File: src/rtl/transpose_wdma_pkg.sv
// Shared sizing for the Transpose write DMA: build-time tensor widths, burst
// geometry and the write-request payload layout.
package transpose_wdma_pkg;

  localparam int unsigned AXI_BURST_LEN     = 8;
  localparam int unsigned log2AXI_BURST_LEN = 3;
  localparam int unsigned Tout              = 32;
  localparam int unsigned log2Tout          = 5;
  localparam int unsigned MAX_DAT_DW        = 16;
  localparam int unsigned log2_CH           = 8;
  localparam int unsigned log2_H            = 8;
  localparam int unsigned log2_W            = 8;

  localparam int unsigned LEN_W = log2AXI_BURST_LEN;
  localparam int unsigned CHG_W = log2_CH - log2Tout;
  localparam int unsigned WB_W  = log2_W - log2AXI_BURST_LEN;
  localparam int unsigned DAT_W = Tout * MAX_DAT_DW;
  localparam int unsigned REQ_W = LEN_W + 64;

  // Bytes covered by one full burst along w.
  localparam logic [31:0] BURST_STRIDE = 32'(AXI_BURST_LEN * Tout * MAX_DAT_DW / 8);

  typedef struct packed {
    logic [LEN_W-1:0] len;
    logic [31:0]      base_addr;
    logic [31:0]      offset;
  } wr_req_t;

  function automatic logic [31:0] offset_sum(input logic [31:0] a, input logic [31:0] b,
                                             input logic [31:0] c);
    return a + b + c;
  endfunction

endpackage

File: src/rtl/transpose_wdma_len_fifo.sv
// Pending-burst length FIFO: synchronous, power-of-2 depth, same-cycle push/pop
// allowed even when full.
module transpose_wdma_len_fifo #(
  parameter int unsigned Width = 3,
  parameter int unsigned Depth = 4,
  localparam int unsigned PtrW = $clog2(Depth),
  localparam int unsigned CntW = PtrW + 1
) (
  input  logic             clk_i,
  input  logic             rst_i,
  input  logic             push_i,
  input  logic [Width-1:0] wdata_i,
  input  logic             pop_i,
  output logic [Width-1:0] rdata_o,
  output logic             full_o,
  output logic             empty_o,
  output logic [CntW-1:0]  count_o
);

  logic [Width-1:0] mem_q [Depth];
  logic [Width-1:0] mem_d [Depth];
  logic [PtrW-1:0]  wptr_q, wptr_d, rptr_q, rptr_d;
  logic [CntW-1:0]  cnt_q, cnt_d;
  logic             do_push, do_pop;

  assign empty_o = (cnt_q == '0);
  assign full_o  = (cnt_q == CntW'(Depth));
  assign count_o = cnt_q;
  assign rdata_o = mem_q[rptr_q];
  assign do_pop  = pop_i && !empty_o;
  // A pop frees the slot being written, so push is accepted when full too.
  assign do_push = push_i && (!full_o || do_pop);

  // Next-state for storage, pointers and occupancy.
  always_comb begin
    mem_d  = mem_q;
    wptr_d = wptr_q;
    rptr_d = rptr_q;
    cnt_d  = cnt_q;
    if (do_push) begin
      mem_d[wptr_q] = wdata_i;
      wptr_d        = wptr_q + PtrW'(1);
    end
    if (do_pop) begin
      rptr_d = rptr_q + PtrW'(1);
    end
    case ({do_push, do_pop})
      2'b10:   cnt_d = cnt_q + CntW'(1);
      2'b01:   cnt_d = cnt_q - CntW'(1);
      default: cnt_d = cnt_q;
    endcase
  end

  // FIFO state registers.
  always_ff @(posedge clk_i or posedge rst_i) begin
    if (rst_i) begin
      for (int i = 0; i < Depth; i++) mem_q[i] <= '0;
      wptr_q <= '0;
      rptr_q <= '0;
      cnt_q  <= '0;
    end else begin
      mem_q  <= mem_d;
      wptr_q <= wptr_d;
      rptr_q <= rptr_d;
      cnt_q  <= cnt_d;
    end
  end

endmodule

File: src/rtl/transpose_wdma.sv
// Transpose write DMA: walks (h, w-burst, CH/Tout), issues one MCIF write command per
// burst and forwards data beats only for accepted bursts. Optional feature macro
// TRANSPOSE_WDMA_WR_ACK_EN holds done until every burst has been acknowledged.
module transpose_wdma
  import transpose_wdma_pkg::*;
#(
  parameter int unsigned CMD_FIFO_DEPTH = 4
) (
  input  logic              clk,
  input  logic              rst,
  input  logic              start,
  input  logic [31:0]       base_addr,
  input  logic [25:0]       surface_stride,
  input  logic [15:0]       line_stride,
  input  logic [CHG_W-1:0]  CH_out_div_Tout,
  input  logic [log2_H-1:0] h_out,
  input  logic [log2_W-1:0] w_out,
  input  logic              Trans_dat_vld,
  output logic              Trans_dat_rdy,
  input  logic [DAT_W-1:0]  Trans_dat_pd,
  output logic              Trans2mcif_wr_req_vld,
  input  logic              Trans2mcif_wr_req_rdy,
  output logic [REQ_W-1:0]  Trans2mcif_wr_req_pd,
  output logic              Trans2mcif_wr_dat_vld,
  input  logic              Trans2mcif_wr_dat_rdy,
  output logic [DAT_W-1:0]  Trans2mcif_wr_dat_pd,
  output logic              Trans2mcif_wr_dat_last,
  input  logic              Trans2mcif_wr_ack,
  output logic              working,
  output logic              done
);

  localparam int unsigned CntW = $clog2(CMD_FIFO_DEPTH) + 1;

  logic              working_q, working_d, issued_q, issued_d, done_q, done_d;
  logic [31:0]       base_q, base_d;
  logic [25:0]       sstride_q, sstride_d;
  logic [15:0]       lstride_q, lstride_d;
  logic [CHG_W-1:0]  ch_max_q, ch_max_d, ch_cnt_q, ch_cnt_d;
  logic [log2_H-1:0] h_max_q, h_max_d, h_cnt_q, h_cnt_d;
  logic [WB_W-1:0]   wb_max_q, wb_max_d, wb_cnt_q, wb_cnt_d;
  logic [LEN_W-1:0]  tail_len_q, tail_len_d, beat_cnt_q, beat_cnt_d;
  logic [31:0]       ch_off_q, ch_off_d, wb_off_q, wb_off_d, h_off_q, h_off_d;
  logic [log2_W-1:0] w_m1;
  logic              req_acc, dat_acc, last_acc, fin_beat, fin;
  logic              fifo_full, fifo_empty;
  logic [LEN_W-1:0]  cur_len, head_len;
  logic [CntW-1:0]   fifo_cnt;
  wr_req_t           req;

  assign w_m1     = w_out - log2_W'(1);
  assign cur_len  = (wb_cnt_q == wb_max_q) ? tail_len_q : LEN_W'(AXI_BURST_LEN - 1);
  assign req      = '{len: cur_len, base_addr: base_q,
                      offset: offset_sum(h_off_q, ch_off_q, wb_off_q)};

  assign Trans2mcif_wr_req_vld  = working_q && !issued_q && !fifo_full;
  assign Trans2mcif_wr_req_pd   = req;
  assign Trans2mcif_wr_dat_vld  = Trans_dat_vld && !fifo_empty;
  assign Trans_dat_rdy          = Trans2mcif_wr_dat_rdy && !fifo_empty;
  assign Trans2mcif_wr_dat_pd   = Trans_dat_pd;
  assign Trans2mcif_wr_dat_last = !fifo_empty && (beat_cnt_q == head_len);
  assign working                = working_q;
  assign done                   = done_q;

  assign req_acc  = Trans2mcif_wr_req_vld && Trans2mcif_wr_req_rdy;
  assign dat_acc  = Trans_dat_vld && Trans_dat_rdy;
  assign last_acc = dat_acc && Trans2mcif_wr_dat_last;
  // Final beat of the job: everything issued and this pop drains the FIFO.
  assign fin_beat = working_q && last_acc && issued_q && (fifo_cnt == CntW'(1));

  transpose_wdma_len_fifo #(
    .Width (LEN_W),
    .Depth (CMD_FIFO_DEPTH)
  ) u_len_fifo (
    .clk_i   (clk),
    .rst_i   (rst),
    .push_i  (req_acc),
    .wdata_i (cur_len),
    .pop_i   (last_acc),
    .rdata_o (head_len),
    .full_o  (fifo_full),
    .empty_o (fifo_empty),
    .count_o (fifo_cnt)
  );

`ifdef TRANSPOSE_WDMA_WR_ACK_EN
  logic [15:0] outs_q, outs_d;
  logic        data_done_q, data_done_d;

  // Outstanding-burst tracking; done waits for the count to drain after the last beat.
  always_comb begin
    outs_d = outs_q;
    if (req_acc && !Trans2mcif_wr_ack) begin
      outs_d = outs_q + 16'd1;
    end else if (!req_acc && Trans2mcif_wr_ack && (outs_q != 16'd0)) begin
      outs_d = outs_q - 16'd1;
    end
    fin         = (fin_beat || data_done_q) && (outs_d == 16'd0);
    data_done_d = (fin_beat || data_done_q) && !fin;
  end

  // Ack tracking registers.
  always_ff @(posedge clk or posedge rst) begin
    if (rst) begin
      outs_q      <= '0;
      data_done_q <= 1'b0;
    end else begin
      outs_q      <= outs_d;
      data_done_q <= data_done_d;
    end
  end
`else
  logic unused_ack;
  assign unused_ack = Trans2mcif_wr_ack;
  assign fin        = fin_beat;
`endif

  // Job control, nested counters with running offset accumulators, and beat counting.
  always_comb begin
    working_d  = working_q;
    issued_d   = issued_q;
    done_d     = 1'b0;
    base_d     = base_q;
    sstride_d  = sstride_q;
    lstride_d  = lstride_q;
    ch_max_d   = ch_max_q;
    h_max_d    = h_max_q;
    wb_max_d   = wb_max_q;
    tail_len_d = tail_len_q;
    ch_cnt_d   = ch_cnt_q;
    wb_cnt_d   = wb_cnt_q;
    h_cnt_d    = h_cnt_q;
    ch_off_d   = ch_off_q;
    wb_off_d   = wb_off_q;
    h_off_d    = h_off_q;
    beat_cnt_d = beat_cnt_q;

    if (dat_acc) begin
      beat_cnt_d = last_acc ? '0 : beat_cnt_q + LEN_W'(1);
    end

    if (req_acc) begin
      if (ch_cnt_q == ch_max_q) begin
        ch_cnt_d = '0;
        ch_off_d = '0;
        if (wb_cnt_q == wb_max_q) begin
          wb_cnt_d = '0;
          wb_off_d = '0;
          if (h_cnt_q == h_max_q) begin
            h_cnt_d  = '0;
            h_off_d  = '0;
            issued_d = 1'b1;
          end else begin
            h_cnt_d = h_cnt_q + log2_H'(1);
            h_off_d = h_off_q + {16'd0, lstride_q};
          end
        end else begin
          wb_cnt_d = wb_cnt_q + WB_W'(1);
          wb_off_d = wb_off_q + BURST_STRIDE;
        end
      end else begin
        ch_cnt_d = ch_cnt_q + CHG_W'(1);
        ch_off_d = ch_off_q + {6'd0, sstride_q};
      end
    end

    if (fin) begin
      working_d = 1'b0;
      issued_d  = 1'b0;
      done_d    = 1'b1;
      ch_cnt_d  = '0;
      wb_cnt_d  = '0;
      h_cnt_d   = '0;
      ch_off_d  = '0;
      wb_off_d  = '0;
      h_off_d   = '0;
    end

    // Configuration is captured so the command payload cannot move mid-job.
    if (!working_q && start) begin
      working_d  = 1'b1;
      issued_d   = 1'b0;
      base_d     = base_addr;
      sstride_d  = surface_stride;
      lstride_d  = line_stride;
      ch_max_d   = CH_out_div_Tout - CHG_W'(1);
      h_max_d    = h_out - log2_H'(1);
      wb_max_d   = w_m1[log2_W-1:LEN_W];
      tail_len_d = w_m1[LEN_W-1:0];
      ch_cnt_d   = '0;
      wb_cnt_d   = '0;
      h_cnt_d    = '0;
      ch_off_d   = '0;
      wb_off_d   = '0;
      h_off_d    = '0;
    end
  end

  // Control and datapath state registers.
  always_ff @(posedge clk or posedge rst) begin
    if (rst) begin
      working_q  <= 1'b0;
      issued_q   <= 1'b0;
      done_q     <= 1'b0;
      base_q     <= '0;
      sstride_q  <= '0;
      lstride_q  <= '0;
      ch_max_q   <= '0;
      h_max_q    <= '0;
      wb_max_q   <= '0;
      tail_len_q <= '0;
      ch_cnt_q   <= '0;
      wb_cnt_q   <= '0;
      h_cnt_q    <= '0;
      ch_off_q   <= '0;
      wb_off_q   <= '0;
      h_off_q    <= '0;
      beat_cnt_q <= '0;
    end else begin
      working_q  <= working_d;
      issued_q   <= issued_d;
      done_q     <= done_d;
      base_q     <= base_d;
      sstride_q  <= sstride_d;
      lstride_q  <= lstride_d;
      ch_max_q   <= ch_max_d;
      h_max_q    <= h_max_d;
      wb_max_q   <= wb_max_d;
      tail_len_q <= tail_len_d;
      ch_cnt_q   <= ch_cnt_d;
      wb_cnt_q   <= wb_cnt_d;
      h_cnt_q    <= h_cnt_d;
      ch_off_q   <= ch_off_d;
      wb_off_q   <= wb_off_d;
      h_off_q    <= h_off_d;
      beat_cnt_q <= beat_cnt_d;
    end
  end

endmodule

File: config.mk
export PLATFORM = sky130hd
export DESIGN_NAME = transpose_wdma
export DESIGN_NICKNAME = d
export VERILOG_FILES = /design/src/rtl/transpose_wdma_pkg.sv /design/src/rtl/transpose_wdma_len_fifo.sv /design/src/rtl/transpose_wdma.sv
export SDC_FILE = /design/constraint.sdc
export NUM_CORES = 1
export LEC_CHECK = 0
export ABC_AREA = 1
export CORE_AREA = 2 2 464 466
export CTS_CLUSTER_DIAMETER = 120
export DETAILED_ROUTE_END_ITERATION = 8
export DIE_AREA = 0 0 466 468
export GPL_TIMING_DRIVEN = 0
export HOLD_SLACK_MARGIN = 0.15
export SETUP_SLACK_MARGIN = 0.3
export SYNTH_ARGS = -nofsm -noshare
export SYNTH_HDL_FRONTEND = slang
export SYNTH_SLANG_ARGS = --single-unit
File: constraint.sdc
create_clock -name clk -period 9.6 [get_ports clk]
set_input_delay 1.44 -clock clk [delete_from_list [all_inputs] [get_ports clk]]
set_output_delay 1.44 -clock clk [all_outputs]
set_load 0.02 [all_outputs]
-- Yosys cells after proc, flatten, opt, wreduce, memory -nomap -nowiden
Cells that the tools add are included.
- flip-flop bits (word level): 230
- bits in latches: 0
- RAM bits: 0
- memory bits (read-only): 0
- output and inout bits: 585
- logic and storage cells: 131
- memories kept: 0
- $add $sub $neg: 16
- multipliers: 0
- div/mod/pow operators: 0
- order comparisons: 3
- equality and inequality tests: 8
- shift operators: 0
- muxes and demuxes: 48
- bitwise operators: 2
- reduce and logical (&&, ||, !) cells: 30
- operators by type and width (operator ; count):
    32-bit 2-to-1 mux ; 15
    32-bit adder ; 2
    8-bit 2-to-1 mux ; 6
    32-bit by 10-bit adder with 32-bit output, second input constant ; 1
    32-bit by 16-bit adder with 32-bit output ; 1
    32-bit by 26-bit adder with 32-bit output ; 1
    3-bit 2-to-1 mux ; 9
    5-bit 2-to-1 mux ; 5
    8-bit by 1-bit subtractor with 8-bit output, second input constant ; 2
    1-bit logical AND ; 15
    12-bit bitwise mux ; 1
    3-bit nonzero test ; 4
    3-bit by 1-bit adder with 3-bit output, second input constant ; 3
    1-bit 2-to-1 mux ; 9
    8-bit by 1-bit adder with 8-bit output, second input constant ; 1
    8-bit == test ; 1
    3-bit binary-select mux with 2-bit select ; 1
    3-bit demux with 2-bit select ; 1
    3-bit == test ; 2
    3-bit >= comparator, second input constant ; 2
    2-bit inverter with 3-bit output ; 2
    3-bit case mux with 2 select lines ; 1
    3-bit by 1-bit subtractor with 3-bit output, second input constant ; 2
    5-bit by 1-bit adder with 5-bit output, second input constant ; 1
    14 further kinds ; 19

-- Longest topological paths before layout
Gate-level depths: netlist of run 1.
- depth in word-level cells: 12
- mapped depth: 17
- gate-level depth less buffers: 17

-- Hierarchy
A second synthesis of run 1 with hierarchy kept.
- cells, all modules: 2695
- area, all modules: 19477.4 um^2
- by module, submodules not included (module ; times used ; cells an instance ; area each (um^2) ; sequential area each (um^2)):
    transpose_wdma ; 1 ; 2575 ; 18443.9 ; 5054.8
    transpose_wdma_len_fifo ; 1 ; 120 ; 1033.5 ; 475.5

-- Worst setup path before layout of run 1
Ideal clock, no wire load.
- path type: register to output
- from: register wb_off_q[13]
- to: output Trans2mcif_wr_req_pd[26]
- arrival: 2.490 ns
- path slack: 5.670 ns
- stages on the path, launching flop included: 11
- cells stage by stage: dfrtp_1 > fa_1 > ha_1 > nand2_1 > nor2_1 > nand4_1 > o21ai_0 > nand2_1 > nand2_1 > a21oi_1 > xnor2_1
- cells in the longest elaborated chain, start to end: 1
- RTL lines (what ; RTL line ; source):
    start, declared ; transpose_wdma.sv:43 ; logic [31:0] ch_off_q, ch_off_d, wb_off_q, wb_off_d, h_off_q, h_off_d;
    start signal, assigned ; transpose_wdma.sv:234 ; wb_off_q <= wb_off_d;
    32-bit adder ; transpose_wdma_pkg.sv:31 ; return a + b + c;
    end, declared ; transpose_wdma.sv:23 ; output logic [REQ_W-1:0] Trans2mcif_wr_req_pd,
No other way between the ends.

-- Worst setup path in the final report of run 1
- from: register h_off_q[3]
- to: output Trans2mcif_wr_req_pd[20]
- cells in the longest elaborated chain, start to end: 2
- RTL lines (what ; RTL line ; source):
    start, declared ; transpose_wdma.sv:43 ;
    start signal, assigned ; transpose_wdma.sv:235 ; h_off_q <= h_off_d;
    32-bit adder (2 in series) ; transpose_wdma_pkg.sv:31 ;
No other way between the ends.

==> qor.yml, run 1 <==
logic_synthesis:
  synth_edf_count: 0
  avgSynthCellArea_sq_um: 7.28
  yosys-top-cells-area: "dfrtp_1 28%, buf_4 20%, nand2_1 15%"
  synth_top_cell_area_share: 0.283
  syn_inst: 2682
  ys_ff_latch: 221
  synth_nets: 3417
  ys.warnings.count: 0
  yosysTopAreaCell: "dfrtp_1"
  syn_area_sq_um: 19500
  ys_types: 47
  ys_seq_area_frac: 0.283
  async_reset_ff_frac: 1.00
  synth_ff_type: "dfrtp_1"
placement:
  post_dp_cell_area_sq_um: 29900
  pre_cts_ws_ns: 4.24
  portBuffers: 683
  dp_hpwl_um: 117000
  gp_congestion: 0.886
clock_network:
  ctsResizeCount: 0
  cts_tree: "done"
  numClockSinks: 221
  cts.clk_slew.worst_paths_ns: 0.06
  cts_buffer_depth: 3
  cts_max_level: 1
  ctsRootBufferMaster: "clkbuf_16"
  clk_latency_ns: 0.58
  postCtsSetupBuffers: 0
  cts_hold_buf: 0
  cts_buffers: 25
global_routing:
  grtUsageTotal: 0.110
  grt_pass1_wl_um: 164000
  grt_max_degree: 117
  grt.overflow.total: 0
  grt_pass1_vias: 19100
  antenna_found_initial: 62
timing:
  fin_tns_setup_ns: 0
  fin_ws_ns: 3.63
  maxSlewViolCount: 0
  fin_worst_skew_ns: 0.0390
  fin_crit_ns: 5.97
  setup_viol: 0
  max-slew-margin-rel: 0.205
  max_freq_ghz: 0.167
  fin_crit_sh: 0.622
  worst_pin_slew_ns: 1.19
  whs_ns: 0.471
  final-hold-violation-count: 0
  rsz0062_at_grt: "no"
finish:
  final_common_cell: "nand2_1"
  syn_to_final_growth_pct: 58.4
  layout_common_cells: "783 x nand2_1, 683 x clkdlybuf4s50_1, 514 x buf_4"
  post-route-cell-area_sq_um: 30900
  layout-drive-gt1-share: 0.180
  fin_nets: 4128
  final_core_util: 0.145
floorplanning:
  pin_count: 1197
  die_w_um: 466
  dieArea_sq_um: 218000
  start_util: 0.0915
  die_height_um: 468
  row_count: 170
  core_sq_um: 213000
power:
  combPwrFrac: 0.633
  p_int_mw: 3.87
  power.density_nw_per_um2: 252
  seqPwrFrac: 0.222
  vdd_ir_drop_max_mv: 0.177
  p_clk_frac: 0.145
  power.switching_mw: 3.93
  swShare: 0.504
  cellLeakagePower_nw: 14.0
routing:
  drtIter0Drc: 1020
  drc: 0
  drt_wl_total_um: 128000
  vias_per_cell: 3.16
  wl_per_cell_um: 20.4
  antenna_left: 0
  dr.pass1.iters: 7
  vias: 19800
setup_path:
  crit_required_ns: 8.16
  path_max_fanout: 5
  criticalPathCategory: "reg2out"
  worst_setup_path_end_kind: "output pin"
  worstSetupStartpointType: "flop"
  reg2reg_setup_slack_ns: 6.34
  arrival_ns: 4.53
  r2r_cells: 12
flow_run:
  maxCapViolations: 0
min_path:
  hold_depth: 2
  hold_path_class: "reg2reg"
outcome:
  status: "complete, no violations"
worst max-delay path, stage by stage, from the launching register on:
cell             delay, ns
dfrtp_1               0.54
ha_1                  0.31
ha_1                  0.36
a21oi_1               0.16
nand2_1               0.10
a21oi_1               0.54
o21ai_0               0.38
a21oi_1               0.29
o21ai_0               0.12
xor2_1                0.42
clkdlybuf4s50_1       0.72
metrics by stage:
stage | cells | total power [mW]
finish | 6259 | 7.80
global route | 6250 | 8.42
CTS | 6250 | 7.95
detailed placement | 6204 | 6.77
global placement | 6203 | 6.75
floorplan | 2682 | 4.53
power groups by stage:
stage	Clock (mW)	Combinational, mW	Sequential (mW)
final	1.13	4.94	1.73
after global routing	1.19	5.45	1.78
after CTS	1.17	5.04	1.74
after detailed placement	0	5.01	1.75
after global placement	0	5.00	1.74
after floorplan	0	2.92	1.61
sequential cells by signal, indices dropped and copies added (netlist names), 2 cells and up:
register            flops
u_len_fifo.rptr_q       2
h_max_q                 8
u_len_fifo.wptr_q       2
lstride_q              16
ch_max_q                3
base_q                 32
beat_cnt_q              3
wb_off_q               23
h_cnt_q                 8
u_len_fifo.mem_q       12
h_off_q                32
wb_max_q                5
sstride_q              26
ch_cnt_q                3
tail_len_q              3
u_len_fifo.count_o      3
wb_cnt_q                5
ch_off_q               32
kinds of logic (layout without fill, tap and decap cells):
logic type	Yosys count	in the layout	share of synthesized area
simple gates	1207	1207	0.254
buf+inv	783	1513	0.252
flops	221	221	0.283
compound gates	217	217	0.0615
fa+ha+maj	123	123	0.0885
xor+xnor	119	119	0.0534
mux	12	12	0.00693
other cells	0	9	0
synthesized netlist by cell type (all sizes together) (4+ instances only):
library cell,count
nand4,29
o211ai,4
nand3,158
clkbuf,30
ha,98
o21bai,8
a31oi,9
nor2,180
or2,12
nand3b,9
dfrtp,221
fa,25
xor2,72
a21o,6
o21ai,94
a21oi,83
inv,219
nand2,784
buf,533
nor3,24
xnor2,47
mux2,12
final timing paths:
path | start | end
min in group asynchronous | rst | done
worst min register to register | base_q[26] | base_q[26]
worst max register to register | u_len_fifo.count_o[0] | ch_off_q[21]
worst max-delay path | h_off_q[3] | Trans2mcif_wr_req_pd[20]
max in group asynchronous | rst | sstride_q[16]
worst min-delay path | base_q[26] | base_q[26]
layer usage:
metal  up-vias  part of all wire  GRT usage
met5         -           0.00037          0
met4         8             0.015     0.0150
met3       126              0.11     0.0401
met2      1049              0.49      0.195
met1      9187              0.39      0.130
li1       9405                 -          -
final cells by class:
cell class	instances	area, sq um
fill	24300	182000
multi-input combinational	1678	9060
timing repair buffer	684	6860
sequential	221	5530
buffer	563	4090
tap	2838	3550
inverter	220	836
clock buffer	33	686
clock inverter	13	268
antenna	9	22.5
(Power assumes the default switching activity.)
==> inputs of run 2 (changes only) <==
- clock period: 9.6 -> 5.65 ns (I/O delays scaled with it)
==> qor.yml, run 2 (synthesis gave the netlist of run 1 again) <==
outcome:
  status: "complete, no violations"
power:
  cellLeakagePower_nw: 14.1  # +0.42%
  power_mw: 13.1  # +68%
  power.density_nw_per_um2: 423  # +68%
  vdd_ir_drop_max_mv: 0.298  # +68%
clock_network:
  cts_hold_buf: 0  # unchanged
  ctsRootBufferMaster: "clkbuf_16"
  cts.clk_slew.worst_paths_ns: 0.07  # about the same
  cts_buffer_depth: 3  # unchanged
  postCtsSetupBuffers: 0  # unchanged
  clk_latency_ns: 0.56  # -0.02 ns
  numClockSinks: 221  # unchanged
  cts_max_level: 1  # unchanged
  cts_tree: "done"
  cts_buffers: 24  # -4.0%
floorplanning:
  die_w_um: 466  # unchanged
  dieArea_sq_um: 218000  # unchanged
  die_height_um: 468  # unchanged
  core_sq_um: 213000  # unchanged
  start_util: 0.0915  # unchanged
  row_count: 170  # unchanged
  pin_count: 1197  # unchanged
timing:
  fin_crit_sh: 0.914
  fin_tns_setup_ns: 0  # unchanged
  fin_crit_ns: 5.16
  worst_pin_slew_ns: 1.33  # +0.146 ns
  fin_ws_ns: 0.487  # -3.14 ns
  final-hold-violation-count: 0  # unchanged
  setup_viol: 0  # unchanged
  max_freq_ghz: 0.194
  fin_worst_skew_ns: 0.0298  # -0.00912 ns
  maxSlewViolCount: 0  # unchanged
  rsz0062_at_grt: "no"
  max-slew-margin-rel: 0.107  # -0.0978
finish:
  largestRegisters: "base_q x32, ch_off_q x32, h_off_q x32"
  layout_common_cells: "783 x nand2_1, 678 x clkdlybuf4s50_1, 514 x buf_4"
  fin_cells: 6264  # +0.080%
  layout-drive-gt1-share: 0.182  # +0.00282
  fin_nets: 4133  # +0.12%
  final_common_cell: "nand2_1"
  syn_to_final_growth_pct: 58.6
  post-route-cell-area_sq_um: 30900  # +0.12%
placement:
  dp_hpwl_um: 118000  # +1.3%
  post_dp_cell_area_sq_um: 30000  # +0.36%
  gp_congestion: 0.908  # +2.4%
  dp_cells: 6210  # +0.097%
  portBuffers: 683  # unchanged
  pre_cts_ws_ns: 0.862  # -3.38 ns
setup_path:
  crit_end: "Trans2mcif_wr_req_pd[22]"
  r2r_cells: 12  # unchanged
  reg2reg_setup_slack_ns: 2.05  # -4.29 ns
  criticalPathCategory: "reg2out"
  worst_setup_path_end_kind: "output pin"
  crit_required_ns: 4.80  # -3.36 ns
  path_max_fanout: 6  # +1
  cp-startpoint: "wb_off_q[13]"
  rr_endpoint: "ch_off_q[21]"
  worstSetupStartpointType: "flop"
  arrival_ns: 4.32  # -0.21 ns
  worstReg2RegStart: "u_len_fifo.count_o[0]"
global_routing:
  grt_pass1_wl_um: 167000  # +1.4%
  grt_pass1_vias: 19500  # +2.0%
  grt_max_degree: 40  # -66%
  antenna_found_initial: 73  # +18%
  grtUsageTotal: 0.112  # +0.00146
  grt.overflow.total: 0  # unchanged
flow_run:
  maxCapViolations: 0  # unchanged
min_path:
  hold_path_class: "reg2reg"
  hold_depth: 2  # unchanged
routing:
  drt_wl_total_um: 130000  # +1.3%
  antenna_left: 0  # unchanged
  drc: 0  # unchanged
  drtIter0Drc: 1046  # +2.5%
  vias_per_cell: 3.17  # +0.48%
  vias: 19900  # +0.56%
  wl_per_cell_um: 20.7  # +1.2%
  dr.pass1.iters: 5  # -2
## run 2: power by group
part	switching, mW	leakage (nW)	internal (mW)
Sequential	0.758	2.73	2.19
Combinational	5.19	11.0	3.22
Clock	0.748	0.405	0.990
Total	6.70	14.1	6.40
## run 2: layer usage
| layer | part of all wire | vias to the layer above | GRT usage |
|---|---|---|---|
| li1 | - | 9405 | - |
| met1 | 0.39 | 9295 | 0.131 |
| met2 | 0.49 | 1037 | 0.198 |
| met3 | 0.10 | 145 | 0.0361 |
| met4 | 0.022 | 4 | 0.0237 |
| met5 | 0.00018 | - | 0 |
## run 2: through the flow
| stage | hold slack, ns | utilization |
|---|---|---|
| after floorplan | 0.446 | - |
| after global placement | 0.454 | 0.140 |
| after detailed placement | 0.462 | 0.141 |
| after CTS | 0.479 | 0.145 |
| after global routing | 0.499 | 0.145 |
| final | 0.474 | 0.145 |
## run 2: area by class of cell
type	count	area (sq um)
fill	24200	182000
multi-input combinational	1678	9090
timing repair buffer	690	6990
sequential	221	5530
buffer	563	4090
tap	2838	3550
inverter	220	832
clock buffer	29	671
clock inverter	13	165
antenna	12	30.0
## run 2: critical path: stages (launching register included)
cell	delay [ns]
dfrtp_1	0.55
fa_1	0.50
ha_1	0.41
nand2_1	0.11
nor2_1	0.16
nand4_1	0.10
o21ai_0	0.47
nand2_1	0.14
a31oi_1	0.28
xor2_2	0.33
clkdlybuf4s50_1	0.70
## run 2: how the worst min path moves through the flow
stage,start,endpoint
after floorplan,tail_len_q[0],tail_len_q[0]
after global placement,base_q[18],base_q[18]
after detailed placement,base_q[24],base_q[24]
after CTS,base_q[24],base_q[24]
after global routing,base_q[28],base_q[28]
final,base_q[24],base_q[24]
## run 2: repair_timing
item                                    CTS  global route
pin swaps                                 0             0
gates resized for setup                   2             7
gates cloned                              0             0
endpoints found under the setup margin    2             8
